[config.mk]
export PLATFORM = sky130hd
export DESIGN_NAME = ahbl_i2s_tx
export DESIGN_NICKNAME = d
export VERILOG_FILES = /design/src/rtl/ahbl_i2s_tx.sv
export SDC_FILE = /design/constraint.sdc
export NUM_CORES = 1
export LEC_CHECK = 0
export CORE_MARGIN = 1
export CORE_UTILIZATION = 65
export CTS_CLUSTER_DIAMETER = 120
export DETAILED_ROUTE_END_ITERATION = 8
export GPL_TIMING_DRIVEN = 0
export PLACE_DENSITY = 0.93
export SLEW_MARGIN = 20
export SYNTH_ARGS = -nofsm -noshare
export SYNTH_HDL_FRONTEND = slang
export SYNTH_SLANG_ARGS = --single-unit
[constraint.sdc]
create_clock -name HCLK -period 10.6 [get_ports HCLK]
set_input_delay 2.12 -clock HCLK [delete_from_list [all_inputs] [get_ports HCLK]]
set_output_delay 2.12 -clock HCLK [all_outputs]
set_load 0.01 [all_outputs]
[src/rtl/ahbl_i2s_tx.sv]
// AHB-Lite slave that streams stereo 16-bit frames from a CPU-filled FIFO
// out as an I2S master (SCK/WS/SD), with a FIFO low-water interrupt.
module ahbl_i2s_tx #(
  parameter int FIFO_DEPTH = 16,
  parameter int FIFO_AW    = 4
) (
  input  logic        HCLK,
  input  logic        HRESET,
  input  logic [31:0] HADDR,
  input  logic [1:0]  HTRANS,
  input  logic        HWRITE,
  input  logic [2:0]  HSIZE,
  input  logic [31:0] HWDATA,
  input  logic        HSEL,
  input  logic        HREADY,
  output logic [31:0] HRDATA,
  output logic        HREADYOUT,
  output logic        SCK,
  output logic        WS,
  output logic        SD,
  output logic        IRQ
);

  localparam int LW = FIFO_AW + 1;

  localparam logic [23:0] OFF_CTRL   = 24'h00;
  localparam logic [23:0] OFF_DIV    = 24'h04;
  localparam logic [23:0] OFF_DATA   = 24'h08;
  localparam logic [23:0] OFF_STATUS = 24'h0C;
  localparam logic [23:0] OFF_THRESH = 24'h10;

  logic [31:0] haddr_q;
  logic [1:0]  htrans_q;
  logic        hwrite_q, hsel_q;
  logic [2:0]  hsize_q;

  always_ff @(posedge HCLK or posedge HRESET) begin
    if (HRESET) begin
      haddr_q  <= '0;
      htrans_q <= '0;
      hwrite_q <= 1'b0;
      hsel_q   <= 1'b0;
      hsize_q  <= '0;
    end else if (HREADY) begin
      haddr_q  <= HADDR;
      htrans_q <= HTRANS;
      hwrite_q <= HWRITE;
      hsel_q   <= HSEL;
      hsize_q  <= HSIZE;
    end
  end

  logic [23:0] off;
  logic        wr;
  logic        unused_ok;
  assign off       = haddr_q[23:0];
  assign wr        = htrans_q[1] & hsel_q & hwrite_q;
  assign unused_ok = ^{haddr_q[31:24], htrans_q[0], hsize_q};

  logic [1:0]  ctrl_q, ctrl_d;
  logic [7:0]  div_q, div_d;
  logic [6:0]  thresh_q, thresh_d;
  logic        underrun_q, underrun_d, overflow_q, overflow_d;
  logic [LW-1:0]      level_q, level_d;
  logic [FIFO_AW-1:0] wptr_q, rptr_q;
  logic [31:0]        mem_q [FIFO_DEPTH];
  logic        empty, full, push_req, push, pop, load, underrun_set;
  logic [6:0]  level_ext;

  assign empty     = (level_q == '0);
  assign full      = (level_q == LW'(FIFO_DEPTH));
  assign push_req  = wr && (off == OFF_DATA);
  assign push      = push_req && !full;
  assign pop       = load && !empty;
  assign underrun_set = load && empty;
  assign level_ext = 7'(level_q);

  always_comb begin
    ctrl_d     = ctrl_q;
    div_d      = div_q;
    thresh_d   = thresh_q;
    underrun_d = underrun_q;
    overflow_d = overflow_q;
    if (wr) begin
      case (off)
        OFF_CTRL:   ctrl_d   = HWDATA[1:0];
        OFF_DIV:    div_d    = HWDATA[7:0];
        OFF_THRESH: thresh_d = HWDATA[6:0];
        OFF_STATUS: begin
          if (HWDATA[2]) underrun_d = 1'b0;
          if (HWDATA[3]) overflow_d = 1'b0;
        end
        default: ;
      endcase
    end
    // A new event in the same cycle as a W1C wins, so no event is ever lost.
    if (underrun_set)     underrun_d = 1'b1;
    if (push_req && full) overflow_d = 1'b1;
    level_d = level_q;
    case ({push, pop})
      2'b10:   level_d = level_q + LW'(1);
      2'b01:   level_d = level_q - LW'(1);
      default: ;
    endcase
  end

  always_ff @(posedge HCLK) begin
    if (push) mem_q[wptr_q] <= HWDATA;
  end

  // Serializer: runs only while EN is set both now and in the value being written,
  // so clearing EN blanks the outputs at the same edge the register changes.
  logic        run, tick, sck_q, sck_d, ws_q, ws_d, sd_q, sd_d;
  logic [7:0]  presc_q, presc_d, div_act_q, div_act_d;
  logic [4:0]  s_q, s_d, s_next;
  logic [31:0] sh_q, sh_d, word;

  assign run    = ctrl_q[0] & ctrl_d[0];
  assign tick   = run && (presc_q == div_act_q);
  assign s_next = s_q + 5'd1;
  assign load   = tick && sck_q && (s_next == 5'd0);
  assign word   = empty ? 32'h0 : mem_q[rptr_q];

  always_comb begin
    presc_d   = presc_q;
    div_act_d = div_act_q;
    sck_d     = sck_q;
    s_d       = s_q;
    ws_d      = ws_q;
    sd_d      = sd_q;
    sh_d      = sh_q;
    if (!run) begin
      presc_d   = '0;
      div_act_d = div_q;
      sck_d     = 1'b0;
      s_d       = 5'd31;
      ws_d      = 1'b0;
      sd_d      = 1'b0;
      sh_d      = '0;
    end else if (tick) begin
      presc_d   = '0;
      div_act_d = div_q;
      sck_d     = !sck_q;
      if (sck_q) begin
        s_d  = s_next;
        ws_d = (s_next >= 5'd15) && (s_next <= 5'd30);
        if (s_next == 5'd0) begin
          sd_d = word[31];
          sh_d = {word[30:0], 1'b0};
        end else begin
          sd_d = sh_q[31];
          sh_d = {sh_q[30:0], 1'b0};
        end
      end
    end else begin
      presc_d = presc_q + 8'd1;
    end
  end

  always_ff @(posedge HCLK or posedge HRESET) begin
    if (HRESET) begin
      ctrl_q     <= '0;
      div_q      <= '0;
      thresh_q   <= '0;
      underrun_q <= 1'b0;
      overflow_q <= 1'b0;
      level_q    <= '0;
      wptr_q     <= '0;
      rptr_q     <= '0;
      presc_q    <= '0;
      div_act_q  <= '0;
      sck_q      <= 1'b0;
      s_q        <= 5'd31;
      ws_q       <= 1'b0;
      sd_q       <= 1'b0;
      sh_q       <= '0;
      IRQ        <= 1'b0;
    end else begin
      ctrl_q     <= ctrl_d;
      div_q      <= div_d;
      thresh_q   <= thresh_d;
      underrun_q <= underrun_d;
      overflow_q <= overflow_d;
      level_q    <= level_d;
      if (push) wptr_q <= wptr_q + FIFO_AW'(1);
      if (pop)  rptr_q <= rptr_q + FIFO_AW'(1);
      presc_q    <= presc_d;
      div_act_q  <= div_act_d;
      sck_q      <= sck_d;
      s_q        <= s_d;
      ws_q       <= ws_d;
      sd_q       <= sd_d;
      sh_q       <= sh_d;
      IRQ        <= ctrl_q[1] & ctrl_q[0] & (level_ext <= thresh_q);
    end
  end

  assign SCK       = sck_q;
  assign WS        = ws_q;
  assign SD        = sd_q;
  assign HREADYOUT = 1'b1;

  always_comb begin
    HRDATA = 32'hBADDBEEF;
    case (off)
      OFF_CTRL:   HRDATA = {30'h0, ctrl_q};
      OFF_DIV:    HRDATA = {24'h0, div_q};
      OFF_DATA:   HRDATA = 32'h0;
      OFF_STATUS: HRDATA = {21'h0, level_ext, overflow_q, underrun_q, full, empty};
      OFF_THRESH: HRDATA = {25'h0, thresh_q};
      default: ;
    endcase
  end

endmodule

* Word level (Yosys, flattened, before mapping)
Memories as Yosys holds them, arrays and structs flattened.
Cells that the tools add are included.
** Operators by class
- Magnitude comparators :: 3
- Multiplexer cells :: 35
- Add/sub/neg operators :: 6
- Reduce and logical (&&, ||, !) cells :: 28
- Eq/ne operators :: 10
- Bitwise gates (word level) :: 5
** Operator list (number)
- $mux W32 :: 5
- $pmux W32 S5 :: 1
- $eq A24 B4 Y1 const B :: 2
- $mux W8 :: 4
- $eq A24 B3 Y1 const B :: 1
- $eq A24 B5 Y1 const B :: 1
- $logic_not A24 Y1 :: 1
- $mux W1 :: 21
- $mux W5 :: 3
- $reduce_bool A2 Y1 :: 7
- $add A5 B1 Y5 const B :: 2
- $logic_not A5 Y1 :: 2
- $pmux W5 S2 :: 1
- $logic_and A1 B1 Y1 :: 9
- $add A4 B1 Y4 const B :: 2
- $add A8 B1 Y8 const B :: 1
- $eq A8 B8 Y1 :: 1
- $reduce_and A2 Y1 :: 4
- $le A5 B7 Y1 :: 1
- $reduce_and A3 Y1 :: 2
- $and A1 B1 Y1 :: 5
- $eq A5 B5 Y1 const B :: 1
- $ge A5 B4 Y1 const B :: 1
- $le A5 B5 Y1 const B :: 1
- other kinds (5) :: 8
** Storage, ports and cells
- Word-level logic and storage cells :: 109
- Register bits :: 117
- Input bits :: 74
- Memories kept :: 1
- Memory bits (writable) :: 512
** Memories
- mem_q :: words 16, bits a word 32, rd ports 1, clocked after Yosys merged registers in 0, wr ports 1, line 66 : logic [31:0] mem_q [FIFO_DEPTH];

* Depth between registers and ports, before layout
- Depth after elaboration :: 10
- Depth in mapped cells :: 17

* Worst setup path before layout
Ideal clock, no wire load.
- Path kind :: input-to-reg
- From :: input HWDATA[0]
- To :: register level_q[4]
- Path slack :: 5.758 ns
- Cell stages on the path :: 17
- Arrival :: 4.716 ns
- Library setup time :: 0.125 ns
- Required time :: 10.475 ns
- Cell sequence :: nor2_1 -> nand2_1 -> o41a_1 -> buf_6 -> and4_1 -> buf_6 -> buf_6 -> ha_1 -> clkbuf_1 -> xor2_1 -> ha_1 -> o21a_1 -> o22a_1 -> a21oi_1 -> xor2_1 -> nor2_1 -> xor2_1
** On the way
- Cells in the longest elaborated chain, start to end :: 9
- Elaborated cells on any way between the ends :: 11
** Ends and longest elaborated chain
- start, declared :: line 13 : input logic [31:0] HWDATA,
- $mux W1 * :: line 85 : case (off)
- $mux W1 * :: line 84 : if (wr) begin
- $and A1 B1 Y1 * :: line 118 : assign run = ctrl_q[0] & ctrl_d[0];
- $logic_and A1 B1 Y1 * :: line 119 : assign tick = run && (presc_q == div_act_q);
- $logic_and A1 B1 Y1 * (2 in series) :: line 121 : assign load = tick && sck_q && (s_next == 5'd0);
- $logic_and A1 B1 Y1 * :: line 74 : assign pop = load && !empty;
- named net pop :: line 67 : logic empty, full, push_req, push, pop, load, underrun_set;
- $eq A2 B1 Y1 / $eq A2 B2 Y1 (equally long branches) :: line 100 : case ({push, pop})
- $pmux W5 S2 / $reduce_bool A2 Y1 (equally long branches)
- end signal, assigned :: line 184 : level_q <= level_d;
- end, declared :: line 64 : logic [LW-1:0] level_q, level_d;
Mark *: on every way through the listed nets, which the timed path passes. The rest lies on a longest branch.
A chain may end at the register's enable or synchronous reset.

* Final worst setup path
Ends and elaborated chain as after synthesis.

==> results.tsv <==
metric	value	unit
run status	completed	
GR Util met1	46.6	%
Initial Utilization	66.6	%
relative slew slack	25.8	%
P_sw	1680	uW
Design Area, Final	29200	sq um
number of hold buffers added after CTS	0	
Setup Total Neg Slack	0	ns
CTS Sinks	627	
slowest CP cell	clkdlybuf4s50_1	
Pleak	0.0100	uW
die area	39700	sq um
HPWL Detailed	38.5	mm
first-pass GRT wire length	103	mm
CTS max path bufs	3	
met2 usage in global routing	61.3	%
CTS buffer count	58	
HP Class	register to register	
Setup violations, final	0	
Clock power frac	35.5	%
critical path cell sequence	clkdlybuf4s50_1 > nor2_1 > nand2_1 > o41a_1 > buf_6 > and4_1 > buf_6 > buf_6 > ha_1 > clkbuf_1 > xor2_1 > ha_1 > a21boi_0 > o22a_1 > a21oi_1 > xor2_1 > nor2_1 > xor2_1	
kind of critical path	input port to register	
die height	199	microns
Port Buffers	90	
most frequent cells after synthesis	edfxtp_1, mux4_2, dfrtp_1, nand2_1, and3_1	
vias in the first global route	15200	
final antenna-violating net count	0	
Congestion Overflow GR	0	
Buf+Inv Stages, Crit Path	5	
gpl congestion	0.833	
Overall Global Routing Usage	37.7	%
Area Growth Syn to Fin	15.7	%
Clk pin slew, worst setup/hold paths	0.06	ns
initial antenna violation count	5	
final hold slack	0.497	ns
average wire per standard cell	34.7	microns
H-tree depth	2	
Yosys top cell by area	edfxtp_1	
Synth Cell Area	25300	sq um
Post-Syn Instances	1318	
fin nets	1583	
Final Hold Viols	0	
Tcrit/Tclk final	53.8	%
Post-CTS Setup Inserts	0	
clk_lat worst skew	0.66	ns
Cell Pwr Density	212	nW/um^2
Tmin final	5.70	ns
Inst Count DP	1941	
Yosys reg bits	627	
Max stage delay on crit path	1.02	ns
CP top delay family	buffers and inverters	
die width	199	microns
GR Util met3	8.93	%
io pins	111	
worst-margin pin slew	1.11	ns
syn avg cell area	19.2	sq um
CP Launch Type	input port	
RSZ-0062 raised after global routing	false	
asr flop ratio synth	18.3	%
Final Max Slew Viols	0	
Synth top area share	60.9	%
core area	37900	sq um
drc violations	0	
final clock skew	0.0435	ns
CP required	11.15	ns
vias	14900	
Seq/Total Area, Yosys	72.3	%
yosys warns	0	
Combinational Power Share	20.3	%
Post-CTS Resized	0	
Crit. End Element	register	
DRT iter0 DRCs	2364	
Rows	71	
Seq pwr share	44.2	%
Peak Freq	175	MHz
VDD IR-drop max	183	uV
Int Pwr	4520	uW
layout cells sized above 1	25.5	%
placed instance area	27200	sq um
Synth cell types	48	
largest net degree at the start of global routing	83	
Cell Count, Final, Fillers Out	2053	
Crit Path Max Fanout	20	
Sw Share	27.1	%
vias per inst	7.24	
dominant cells by area after synthesis	edfxtp_1, mux4_2, dfrtp_1	
Crit path arrival time	6.25	ns
CTS root buf	clkbuf_16	
grt peak-use layer	met2	
drt pass-1 iters	6	
top-count cell post-synth	edfxtp_1	
max-capacitance violation count	0	
final WL	71.2	mm
Post-synth top flop	edfxtp_1	
TritonCTS clock tree	done	
EDFF count, synth	512	
power by group through the flow:
| stage | Combinational (uW) | Clock [uW] | Sequential [uW] |
|---|---|---|---|
| 2_1_floorplan | 844 | 0 | 2780 |
| 3_3_place_gp | 1120 | 0 | 2780 |
| 3_5_place_dp | 1180 | 0 | 2790 |
| 4_1_cts | 1240 | 2190 | 2740 |
| 5_1_grt | 1310 | 2280 | 2740 |
| 6_report | 1260 | 2200 | 2740 |
flip-flops by register name, indices dropped and copies added, names as in the netlist, 2 cells and up:
name and cells:
ctrl_q 2, div_act_q 8, div_q 8, haddr_q 24, level_q 5, mem_q 512
presc_q 8, rptr_q 4, s_q 5, sh_q 31, thresh_q 7, wptr_q 4
final timing paths:
check	from	to	slack [ns]	cells past startpoint
worst min register to register	underrun_q$_DFFE_PP0P_	underrun_q$_DFFE_PP0P_	0.50	2
worst max register to register	s_q[0]$_DFFE_PP1P_	level_q[4]$_DFFE_PP0P_	6.31	17
worst min-delay path	underrun_q$_DFFE_PP0P_	underrun_q$_DFFE_PP0P_	0.50	2
worst max-delay path	HWDATA[0]	level_q[4]$_DFFE_PP0P_	4.90	18
max in group asynchronous	HRESET	haddr_q[21]$_DFFE_PP0P_	8.01	3
min in group asynchronous	HRESET	sh_q[25]$_DFFE_PP0P_	1.85	2
area by class of cell:
type	count	area, sq um
Buffer	93	533
Multi-Input combinational cell	589	6460
Sequential cell	627	18300
Clock buffer	73	1570
Antenna cell	3	7.51
Fill cell	1818	8690
Tap cell	511	639
Timing Repair Buffer	107	1300
Clock inverter	36	412
Inverter	14	57.6
logic make-up (layout without fill, tap and decap cells):
kind of cell | Yosys count | count (layout) | synth area share, %
xor gates and xnor gates | 33 | 33 | 1.14
adders and majority gates | 19 | 19 | 0.941
muxes | 213 | 213 | 16.6
AOI/OAI and AO/OA | 118 | 118 | 2.67
DFF | 627 | 627 | 72.3
and+or+nand+nor | 199 | 199 | 4.07
other | 2 | 10 | 0.0297
buffers and inverters | 107 | 323 | 2.31
routing by layer:
layer	vias to the layer above	wire length, microns
li1	5587	-
met1	7415	22900
met2	1497	35100
met3	366	8580
met4	2	4680
met5	-	10
metrics by stage:
stage | utilization (%) | setup slack, ns | power, uW
detailed placement | 71.8 | 4.47 | 3970
global route | 77.1 | 4.80 | 6340
global placement | 70.7 | 3.89 | 3900
floorplan | - | 5.44 | 3620
CTS | 77.1 | 5.01 | 6170
finish | 77.1 | 4.90 | 6200
layout by cell type, fill, tap and decap left out, types with 36 or more instances in the layout:
master / instances
clkbuf_1: 45
clkdlybuf4s50_1: 90
and3_1: 36
mux4_2: 159
nand2_1: 65
a21oi_1: 46
clkbuf_16: 59
edfxtp_1: 512
dfrtp_1: 110
mux2_2: 50
tightest hold or removal path: stages, from the launching register on:
cell,delay [ns]
dfrtp_1,0.34
nand2_1,0.06
o41ai_1,0.06
No activity file was read; power rests on OpenSTA's default activity.
